===== config.mk =====
export PLATFORM = sky130hd
export DESIGN_NAME = div_sequencer
export DESIGN_NICKNAME = d
export VERILOG_FILES = /design/src/rtl/div_sequencer.sv
export SDC_FILE = /design/constraint.sdc
export NUM_CORES = 1
export LEC_CHECK = 0
export BUFFER_PORTS_ARGS = -buffer_cell sky130_fd_sc_hd__buf_2
export CAP_MARGIN = 20
export CORE_UTILIZATION = 67
export DETAILED_ROUTE_END_ITERATION = 12
export GPL_ROUTABILITY_DRIVEN = 0
export PLACE_DENSITY = 0.88
export REMOVE_ABC_BUFFERS = 1
export SETUP_SLACK_MARGIN = 0.5
export SLEW_MARGIN = 0
export SYNTH_ARGS = -nofsm -noshare
export SYNTH_HDL_FRONTEND = slang
export SYNTH_SLANG_ARGS = --single-unit

===== constraint.sdc =====
create_clock -name clk -period 10.55 [get_ports clk]
set_input_delay 1.5825 -clock clk [delete_from_list [all_inputs] [get_ports clk]]
set_output_delay 1.5825 -clock clk [all_outputs]
set_load 0.005 [all_outputs]

===== src/rtl/div_sequencer.sv =====
// Multi-cycle restoring radix-2 integer divide sequencer for the EX stage.
// One op in via req handshake, quotient or remainder out via resp handshake.
module div_sequencer #(
  parameter int WIDTH = 32
) (
  input  logic             clk,
  input  logic             resetn,
  input  logic             req_valid,
  output logic             req_ready,
  input  logic             op_signed,
  input  logic             op_mod,
  input  logic [WIDTH-1:0] src1,
  input  logic [WIDTH-1:0] src2,
  input  logic             flush,
  output logic             resp_valid,
  input  logic             resp_ready,
  output logic [WIDTH-1:0] result,
  output logic             busy
);

  localparam int CW = (WIDTH > 1) ? $clog2(WIDTH) : 1;
  localparam logic [CW-1:0]    CNT_ONE  = CW'(1);
  localparam logic [CW-1:0]    CNT_LAST = CW'(WIDTH - 1);
  localparam logic [WIDTH-1:0] ONE      = WIDTH'(1);
  localparam logic [WIDTH-1:0] ZERO     = {WIDTH{1'b0}};
  localparam logic [WIDTH-1:0] ONES     = {WIDTH{1'b1}};

  typedef enum logic [1:0] {
    IDLE = 2'd0,
    CALC = 2'd1,
    DONE = 2'd2
  } state_t;

  state_t           state_r;
  logic [CW-1:0]    cnt_r;
  logic [WIDTH-1:0] rem_r;
  logic [WIDTH-1:0] dvd_r;
  logic [WIDTH-1:0] dvs_r;
  logic [WIDTH-1:0] result_r;
  logic             sq_r;
  logic             sr_r;
  logic             op_mod_r;
  logic             dz_r;

  logic [WIDTH:0]   shifted_s;
  logic [WIDTH:0]   trial_s;
  logic             q_bit_s;
  logic [WIDTH-1:0] rem_next_s;
  logic [WIDTH-1:0] quo_next_s;
  logic [WIDTH-1:0] rem_fix_s;
  logic [WIDTH-1:0] quo_fix_s;
  logic [WIDTH-1:0] abs1_s;
  logic [WIDTH-1:0] abs2_s;

  function automatic logic [WIDTH-1:0] neg_if(input logic [WIDTH-1:0] v, input logic en);
    return en ? (~v + ONE) : v;
  endfunction

  assign req_ready  = (state_r == IDLE) & resetn & ~flush;
  assign resp_valid = (state_r == DONE);
  assign busy       = (state_r != IDLE);
  assign result     = result_r;

  // One restoring step plus operand magnitudes and final sign fixup.
  always_comb begin
    shifted_s = {rem_r, dvd_r[WIDTH-1]};
    trial_s   = shifted_s - {1'b0, dvs_r};
    if (!trial_s[WIDTH]) begin
      q_bit_s    = 1'b1;
      rem_next_s = trial_s[WIDTH-1:0];
    end else begin
      q_bit_s    = 1'b0;
      rem_next_s = shifted_s[WIDTH-1:0];
    end
    quo_next_s = {dvd_r[WIDTH-2:0], q_bit_s};
    quo_fix_s  = neg_if(quo_next_s, sq_r);
    rem_fix_s  = neg_if(rem_next_s, sr_r);
    abs1_s     = neg_if(src1, op_signed & src1[WIDTH-1]);
    abs2_s     = neg_if(src2, op_signed & src2[WIDTH-1]);
  end

  // Control FSM and datapath registers; divide-by-zero spends one CALC cycle.
  always_ff @(posedge clk) begin
    if (!resetn) begin
      state_r  <= IDLE;
      cnt_r    <= {CW{1'b0}};
      rem_r    <= ZERO;
      dvd_r    <= ZERO;
      dvs_r    <= ZERO;
      result_r <= ZERO;
      sq_r     <= 1'b0;
      sr_r     <= 1'b0;
      op_mod_r <= 1'b0;
      dz_r     <= 1'b0;
    end else if (flush) begin
      state_r  <= IDLE;
      result_r <= ZERO;
    end else begin
      case (state_r)
        IDLE: begin
          if (req_valid) begin
            op_mod_r <= op_mod;
            sq_r     <= op_signed & (src1[WIDTH-1] ^ src2[WIDTH-1]);
            sr_r     <= op_signed & src1[WIDTH-1];
            cnt_r    <= {CW{1'b0}};
            dvs_r    <= abs2_s;
            state_r  <= CALC;
            if (src2 == ZERO) begin
              dz_r  <= 1'b1;
              rem_r <= src1;
              dvd_r <= ONES;
            end else begin
              dz_r  <= 1'b0;
              rem_r <= ZERO;
              dvd_r <= abs1_s;
            end
          end else begin
            state_r <= IDLE;
          end
        end
        CALC: begin
          if (dz_r) begin
            state_r  <= DONE;
            result_r <= op_mod_r ? rem_r : dvd_r;
          end else if (cnt_r == CNT_LAST) begin
            state_r  <= DONE;
            cnt_r    <= cnt_r + CNT_ONE;
            rem_r    <= rem_fix_s;
            dvd_r    <= quo_fix_s;
            result_r <= op_mod_r ? rem_fix_s : quo_fix_s;
          end else begin
            cnt_r <= cnt_r + CNT_ONE;
            rem_r <= rem_next_s;
            dvd_r <= quo_next_s;
          end
        end
        DONE: begin
          if (resp_ready) begin
            state_r  <= IDLE;
            result_r <= ZERO;
          end else begin
            state_r <= DONE;
          end
        end
        default: begin
          state_r <= IDLE;
        end
      endcase
    end
  end

endmodule


==> results by group, run 1 <==
Die
  – I/O pin total: between 100 and 150
  – # rows: 50
  – Core area: between 15000 and 20000 um^2
  – Initial Utilization: 68.7%
  – Die Ht: 141 um
  – Die Wd: 141 um
  – Full die area: ~20000 um^2

Place
  – Placed Cells: between 2000 and 2500
  – I/O Buffers: 105
  – Dpl hpwl: 30100 um
  – Placed inst area: 13400 um^2
  – Pre-CTS setup slack: 5.16 ns

Logic synthesis
  – Number of synthesized flops with an enable pin: 0
  – Ys async rst share: 0%
  – Total number of yosys warnings: 0
  – Cell area after synthesis: approximately 13000 um^2
  – Mapped Cells: 1772
  – Most used flip-flop cell after synthesis: dfxtp_1
  – Synth unique cells: 88
  – Count of state elements after synthesis: 139
  – Mapped Avg Cell Area: about 7.3 um^2
  – Sequential area share after synthesis: around 22%

Worst setup path
  – Slowest cell delay on critical path: between 0.6 and 0.7 ns
  – Levels on crit path: 20
  – Crit Path Class: reg -> reg
  – CP required: approximately 11 ns
  – Crit path from: dvd_r[31]$_SDFFE_PN0P_
  – Critical path's slowest cell: nor3_1
  – CP Cell Sequence: inv_1 > ha_1 > inv_1 > fa_1 > nand3_1 > a211o_1 > a21o_1 > a21o_1 > o211a_2 > inv_1 > buf_4 > ha_1 > nand2_1 > or3_1 > nor3_1 > nand2_1 > o41ai_1 > xor2_1 > mux4_2 > o21ai_0
  – Critical R2R Capture: result[14]$_SDFFE_PP0P_
  – Critical Path End Type: flip-flop
  – Startpoint Class: flip-flop
  – Worst reg2reg startpoint: dvd_r[31]$_SDFFE_PN0P_
  – Worst Path Max Fanout: 43
  – CP dominant cell by count: inv_1
  – CP Capture Point: result[14]$_SDFFE_PP0P_
  – R2R cell count: 20
  – Crit path buf inv count: 4
  – R2R setup slack: 4.77 ns
  – Largest delay share family, worst path: compound AO/OA/AOI/OAI gates
  – Worst Path Arrival: 6.13 ns

Layout
  – # nets final: approximately 1900
  – P&R area growth vs syn: 9.12%
  – Post-route cell area: 14100 um^2
  – Final non-filler cell total: 2057
  – Share of layout cells above drive strength 1: 11.5%
  – ANT cells: 0
  – # fillers: 1416
  – Final Util: approximately 75%

Pwr
  – Leak pwr: roughly 5.2 nW
  – Worst vdd ir: 0.111 mV
  – Power per cell area: around 150 nW/um^2
  – Total power: 2.13 mW

Global route
  – First-pass GRT wire length: roughly 70000 um
  – Overall global routing resource usage: roughly 43%
  – Largest net degree at the start of global routing: 79
  – Initial antenna violation count: 0
  – Grt total ovfl: 0
  – Vias in the first global route: 12960

Timing
  – Final hold violation count: 0
  – Fin crit share: 54.8%
  – Highest clock rate: ~0.17 GHz
  – Final Slew Violations: 0
  – Slew @ Worst Pin: 1.15 ns
  – Final TNS setup: 0 ns
  – Final setup viols: 0
  – Setup ws final: roughly 4.8 ns
  – Hold WS: 0.466 ns
  – Rel. slew slack: roughly 22%
  – Post-layout minimum cycle time: 5.78 ns
  – Clk_skew: 0.00842 ns
  – RSZ-0062 raised after global routing: no

Drt
  – Via density: about 7.0
  – Final wirelength: roughly 44000 um
  – WL per Instance: 21.2 um
  – Pre-antenna DRT Iters: 7
  – Antenna-violating nets left: 0
  – DR vias: 14326
  – Drt drc: 0
  – DRT iter0 DRCs: roughly 2000

Outcome
  – Run status: completed

Clock network
  – Clock Tree Buf Depth: 2
  – CTS root buf: clkbuf_16
  – TritonCTS clock tree: yes
  – Num CTS Buffers: 17
  – Hold_buf cts: 0
  – Number of setup buffers added after CTS: 0
  – Clock slew at reported path FFs: 0.06 ns
  – H-tree Lvls: 4
  – CTS resizes: 0
  – Clk sinks: approximately 140
  – Worst-Skew Late Latency: 0.44 ns

Min path
  – Hold Path Class: reg -> reg

Job
  – # Max-Cap Violations: 0
==> synthesized netlist by cell type (5+ instances only) <==
| master | instances | share of area, % |
|---|---|---|
| nor2b_1 | 8 | 0.39 |
| nor4_1 | 23 | 1.1 |
| buf_6 | 5 | 0.44 |
| nand2b_1 | 13 | 0.63 |
| or3_4 | 6 | 0.52 |
| nand3_1 | 36 | 1.4 |
| o41ai_1 | 14 | 0.95 |
| a22o_1 | 6 | 0.41 |
| clkbuf_1 | 98 | 2.8 |
| o21ai_0 | 101 | 3.9 |
| and3_1 | 19 | 0.92 |
| nor3b_1 | 9 | 0.52 |
| o221ai_1 | 9 | 0.61 |
| nand2_1 | 170 | 4.9 |
| or3_1 | 18 | 0.87 |
| mux2i_1 | 51 | 3.9 |
| buf_2 | 21 | 0.81 |
| nor2_1 | 200 | 5.8 |
| nand4_1 | 13 | 0.63 |
| nor3_1 | 40 | 1.5 |
| mux4_2 | 6 | 1.0 |
| a31oi_1 | 19 | 0.92 |
| xnor2_1 | 127 | 8.6 |
| o21a_1 | 8 | 0.46 |
| a221oi_1 | 32 | 2.2 |
| o21ai_1 | 18 | 0.70 |
| or2_2 | 5 | 0.24 |
| a21o_1 | 13 | 0.75 |
| or4_1 | 9 | 0.52 |
| buf_1 | 9 | 0.26 |
| a21oi_1 | 151 | 5.8 |
| o211ai_1 | 18 | 1.0 |
| a21boi_0 | 6 | 0.35 |
| a22oi_1 | 19 | 1.1 |
| and2_1 | 14 | 0.68 |
| xor2_1 | 57 | 3.9 |
| a211oi_1 | 34 | 2.0 |
| a311oi_1 | 13 | 0.88 |
| ha_1 | 37 | 3.6 |
| o2111ai_1 | 6 | 0.41 |
| dfxtp_1 | 139 | 22 |
| inv_1 | 56 | 1.6 |
| o31ai_1 | 30 | 1.7 |
==> metal layers <==
| metal | global-route usage [%] | up-vias | routed length [um] |
|---|---|---|---|
| li1 | - | 6490 | - |
| met1 | 55.9 | 6443 | 16500 |
| met2 | 65.4 | 1162 | 18100 |
| met3 | 12.7 | 231 | 6520 |
| met4 | 23.5 | 0 | 2450 |
| met5 | 0 | - | 0 |
==> layout by cell type, fill, tap and decap left out, types with 13 or more instances in the layout <==
cell and instances:
nor2_1 196, nand2_1 169, a21oi_1 151, dfxtp_1 138
xnor2_1 127, buf_2 106, o21ai_0 101, xor2_1 57
inv_1 56, mux2i_1 51, nor3_1 39, ha_1 37
nand3_1 36, a211oi_1 34, a221oi_1 32, o31ai_1 30
nor4_1 22, buf_4 21, and3_1 19, a22oi_1 19
a31oi_1 19, o21ai_1 18, o211ai_1 18, or3_1 17
clkbuf_16 17, and2_1 14, o41ai_1 14, nand4_1 13
a21o_1 13, a311oi_1 13, nand2b_1 13
==> kinds of logic (layout without fill, tap and decap cells) <==
| group | count (synthesis) | count (layout) | synth area share [%] |
|---|---|---|---|
| flops | 139 | 139 | 21.5 |
| fa+ha+maj | 38 | 38 | 3.73 |
| xor+xnor | 184 | 184 | 12.5 |
| compound gates | 559 | 559 | 29.0 |
| simple gates | 602 | 602 | 22.1 |
| mux | 59 | 59 | 5.17 |
| buf+inv | 191 | 216 | 6.04 |
==> layout make-up <==
| type | instances | area, um^2 | area share [%] |
|---|---|---|---|
| repair buffers | 127 | 688 | 4.88 |
| clock inverters | 11 | 239 | 1.69 |
| multi-input cells | 1442 | 9400 | 66.6 |
| inverters | 58 | 218 | 1.54 |
| flip-flops and latches | 139 | 2780 | 19.7 |
| well taps | 260 | 325 | 2.30 |
| clock buffers | 20 | 457 | 3.24 |
==> flip-flops by register name, indices dropped and copies added, names as in the netlist <==
signal and flops:
op_mod_r 1, rem_r 32, sr_r 1, cnt_r 5, sq_r 1, state_r 2
dvs_r 32, dz_r 1, dvd_r 32, result 32
==> tightest hold or removal path, delay by kind of cell (launching register included) <==
family / cells / cell delay [ns]
DFF: 1 / 0.31
AOI/OAI and AO/OA: 1 / 0.05
and+or+nand+nor: 1 / 0.05
==> power by group <==
group          switching [mW]  total [mW]  internal [mW]  leakage (nW)
Sequential             0.0386       0.589          0.551          1.14
Combinational           0.525       0.812          0.287          3.73
Clock                   0.253       0.732          0.479         0.333
Total                   0.817        2.13           1.32          5.20
==> worst min-delay path by stage <==
stage                             from                 endpoint  slack [ns]  cells after the start
2_1_floorplan    dvs_r[0]$_SDFFE_PN0P_    dvs_r[0]$_SDFFE_PN0P_        0.44                      2
3_3_place_gp     cnt_r[4]$_SDFFE_PN0P_    cnt_r[4]$_SDFFE_PN0P_        0.45                      2
3_5_place_dp     cnt_r[4]$_SDFFE_PN0P_    cnt_r[4]$_SDFFE_PN0P_        0.46                      2
4_1_cts          cnt_r[4]$_SDFFE_PN0P_    cnt_r[4]$_SDFFE_PN0P_        0.47                      2
5_1_grt        result[17]$_SDFFE_PP0P_  result[17]$_SDFFE_PP0P_        0.49                      1
6_report         cnt_r[4]$_SDFFE_PN0P_    cnt_r[4]$_SDFFE_PN0P_        0.47                      2
(Power assumes the default switching activity.)
==> run 2, diff against run 1 <==
ABC_AREA = 1   (was not set)
CORE_UTILIZATION = 62   (was 67)
PLACE_DENSITY = 0.82   (was 0.88)
clock period = 5.65 ns   (was 10.55 ns; I/O delays follow)
==> run 2 against run 1 <==
Effect of this change:
- clock skew grew 0.012 ns
- die area grew 14%
- synthesized cell count grew 34%
- design area grew 5.7%
- utilization shrank 6.4 points
- combinational power grew to 2.6 times the previous value
- first-iteration DRC count grew 19%
- register-to-register slack lost 3.6 ns
- global-route usage shrank 0.077 points
- via count grew 16%
==> results by group, run 2 <==
Logic synthesis
  – Mapped Avg Cell Area: between 5 and 6 um^2
  – Count of state elements after synthesis: ~140
  – Sequential area share after synthesis: about a fifth
  – Cell area after synthesis: about 14000 um^2
  – Most used flip-flop cell after synthesis: dfxtp_1
  – Synth top cells by count: nand2_1 (678), inv_1 (318), nor2_1 (195)
  – Share of the synthesized area in the top cell type: 20.3%
  – Synth area leaders: dfxtp_1 (20%), nand2_1 (19%), inv_1 (8.7%), o21ai_0 (6.5%), a21oi_1 (6.3%)
  – Mapped Cells: 2378
  – Post-synth top area cell: dfxtp_1
  – Synth unique cells: 55
  – Total number of yosys warnings: 0
  – Number of synthesized flops with an enable pin: 0
  – Top-count cell post-synth: nand2_1
  – Ys async rst share: 0%

Drt
  – DRT iter0 DRCs: around 2300
  – Pre-antenna DRT Iters: 8
  – Drt drc: 0
  – WL per Instance: 17.9 um
  – Final wirelength: 48600 um
  – Antenna-violating nets left: 0
  – DR vias: 16557
  – Via density: 6.09

Timing
  – Rel. slew slack: approximately a quarter
  – RSZ-0062 raised after global routing: no
  – Post-layout minimum cycle time: 4.51 ns
  – Slew @ Worst Pin: about 1.1 ns
  – Final Slew Violations: 0
  – Clk_skew: 0.0206 ns
  – Final hold violation count: 0
  – Final setup viols: 0
  – Final TNS setup: 0 ns
  – Highest clock rate: around 0.22 GHz
  – Fin crit share: 79.9%

Global route
  – Initial antenna violation count: 0
  – Vias in the first global route: about 15000
  – Grt total ovfl: 0
  – Largest net degree at the start of global routing: 99
  – Overall global routing resource usage: 43.4%
  – First-pass GRT wire length: 76200 um

Clock network
  – Number of setup buffers added after CTS: 0
  – CTS root buf: clkbuf_16
  – Hold_buf cts: 0
  – Clock Tree Buf Depth: 2
  – H-tree Lvls: 4
  – Worst-Skew Late Latency: between 0.4 and 0.5 ns
  – Num CTS Buffers: 17
  – TritonCTS clock tree: yes
  – CTS resizes: 0
  – Clk sinks: 139
  – Clock slew at reported path FFs: roughly 0.070 ns

Worst setup path
  – CP required: 6.02 ns
  – Crit path from: dvd_r[31]$_SDFFE_PN0P_
  – Critical path's slowest cell: fa_1
  – Worst reg2reg startpoint: dvd_r[31]$_SDFFE_PN0P_
  – Levels on crit path: 28
  – Worst Path Max Fanout: 6
  – CP dominant cell by count: nand2_1
  – Startpoint Class: flip-flop
  – Slowest cell delay on critical path: about 0.40 ns
  – R2R setup slack: 1.14 ns
  – Worst Path Arrival: 4.89 ns
  – Critical Path End Type: flip-flop
  – Largest delay share family, worst path: simple AND/OR/NAND/NOR gates
  – CP Capture Point: result[26]$_SDFFE_PP0P_
  – Crit path buf inv count: 3
  – Crit Path Class: reg -> reg
  – R2R cell count: 28
  – Critical R2R Capture: result[26]$_SDFFE_PP0P_

Layout
  – Final Util: 68.6%
  – ANT cells: 0
  – Most frequent cells in the layout: nand2_1 (678), inv_1 (318), nor2_1 (192)
  – Share of layout cells above drive strength 1: 11.1%
  – Most common cell after layout, fill and taps aside: nand2_1
  – P&R area growth vs syn: 8.76%
  – # nets final: approximately 2500

Pwr
  – Int Power: 2.33 mW
  – Total net switching power: 2.05 mW
  – Leak pwr: just over 7 nW
  – Sequential Power Share: between 20 and 30%
  – Fraction of power spent switching nets: between 40% and 50%
  – Worst vdd ir: between 0.15 and 0.2 mV
  – Gate power share: 48.1%
  – Clock share of power: a little over a quarter
  – Power per cell area: between 200 and 300 nW/um^2

Place
  – I/O Buffers: 105
  – Dpl hpwl: roughly 35000 um

Min path
  – Hold Path Class: reg -> reg
  – Hold path start: result[24]$_SDFFE_PP0P_

Die
  – I/O pin total: ~110
  – Die Ht: between 150 and 200 um
  – Initial Utilization: 63.0%
  – Die Wd: 151 um
  – Core area: between 20000 and 25000 um^2
  – # rows: 54
  – Full die area: about 23000 um^2

Outcome
  – Run status: completed

Job
  – # Max-Cap Violations: 0
[run 2: cell types whose count changed in the layout (fill, tap and decap cells not counted), sizes merged, moves of 19 or more]
| cell | change |
|---|---|
| nand2 | +553 |
| inv | +274 |
| nand3 | +129 |
| xnor2 | -113 |
| o21ai | +71 |
| mux2i | -51 |
| a211oi | -32 |
| o31ai | -29 |
| or3 | -23 |
| a21oi | +22 |
| xor2 | +22 |
| and3 | -19 |
[run 2: worst register-to-register path, delay by kind of cell, from the launching register on]
| family | cells | cell delay (ns) |
|---|---|---|
| AOI/OAI and AO/OA | 4 | 0.88 |
| xor gates and xnor gates | 1 | 0.21 |
| adders and majority gates | 3 | 0.72 |
| buffers and inverters | 3 | 0.22 |
| DFF | 1 | 0.32 |
| and+or+nand+nor | 17 | 2.09 |
[run 2: per-stage QoR]
stage	worst slack [ns]	cell area, um^2	power (mW)	std cells	hold WS (ns)
final	1.14	14900	4.38	2717	0.460
after global routing	0.606	14900	4.62	2717	0.477
after CTS	1.25	14900	4.29	2717	0.464
after detailed placement	1.36	14300	3.12	2685	0.454
after global placement	1.56	14300	3.08	2685	0.450
after floorplan	0.540	13300	2.59	2278	0.450
[run 2: layout make-up]
class / count / area [um^2]
well taps: 280 / 350
multi-input cells: 1804 / 9250
repair buffers: 127 / 691
flip-flops and latches: 139 / 2780
clock buffers: 20 / 447
inverters: 335 / 1260
fillers: 2024 / 6840
clock inverters: 12 / 139
[run 2: worst min-delay path by stage]
| stage | end | slack [ns] | depth (start not counted) |
|---|---|---|---|
| after CTS | result[7]$_SDFFE_PP0P_ | 0.46 | 2 |
| after global placement | result[4]$_SDFFE_PP0P_ | 0.45 | 2 |
| after detailed placement | result[7]$_SDFFE_PP0P_ | 0.45 | 2 |
| final | result[24]$_SDFFE_PP0P_ | 0.46 | 2 |
| after floorplan | cnt_r[4]$_SDFFE_PN0P_ | 0.45 | 2 |
| after global routing | result[16]$_SDFFE_PP0P_ | 0.48 | 2 |
[run 2: kinds of logic (layout without fill, tap and decap cells)]
family / Yosys count / count (layout) / synth area share, %
compound gates: 477 / 477 / 19.7
xor+xnor: 93 / 93 / 6.05
simple gates: 1196 / 1196 / 38.0
flops: 139 / 139 / 20.3
fa+ha+maj: 38 / 38 / 3.52
buf+inv: 435 / 494 / 12.4
[run 2: per-layer routing]
metal | GRT usage, % | up-vias | share of wire, %
met4 | 29.8 | 0 | 8.1
met2 | 65.6 | 1125 | 42
li1 | - | 7788 | -
met5 | 0 | - | 0
met1 | 54.1 | 7370 | 37
met3 | 10.6 | 274 | 13
[run 2: power by group through the flow]
stage	logic (mW)	registers, mW	clock network (mW)
detailed placement	2.01	1.11	0
global placement	1.97	1.11	0
finish	2.11	1.09	1.18
CTS	2.03	1.09	1.17
global route	2.32	1.10	1.21
floorplan	1.48	1.11	0
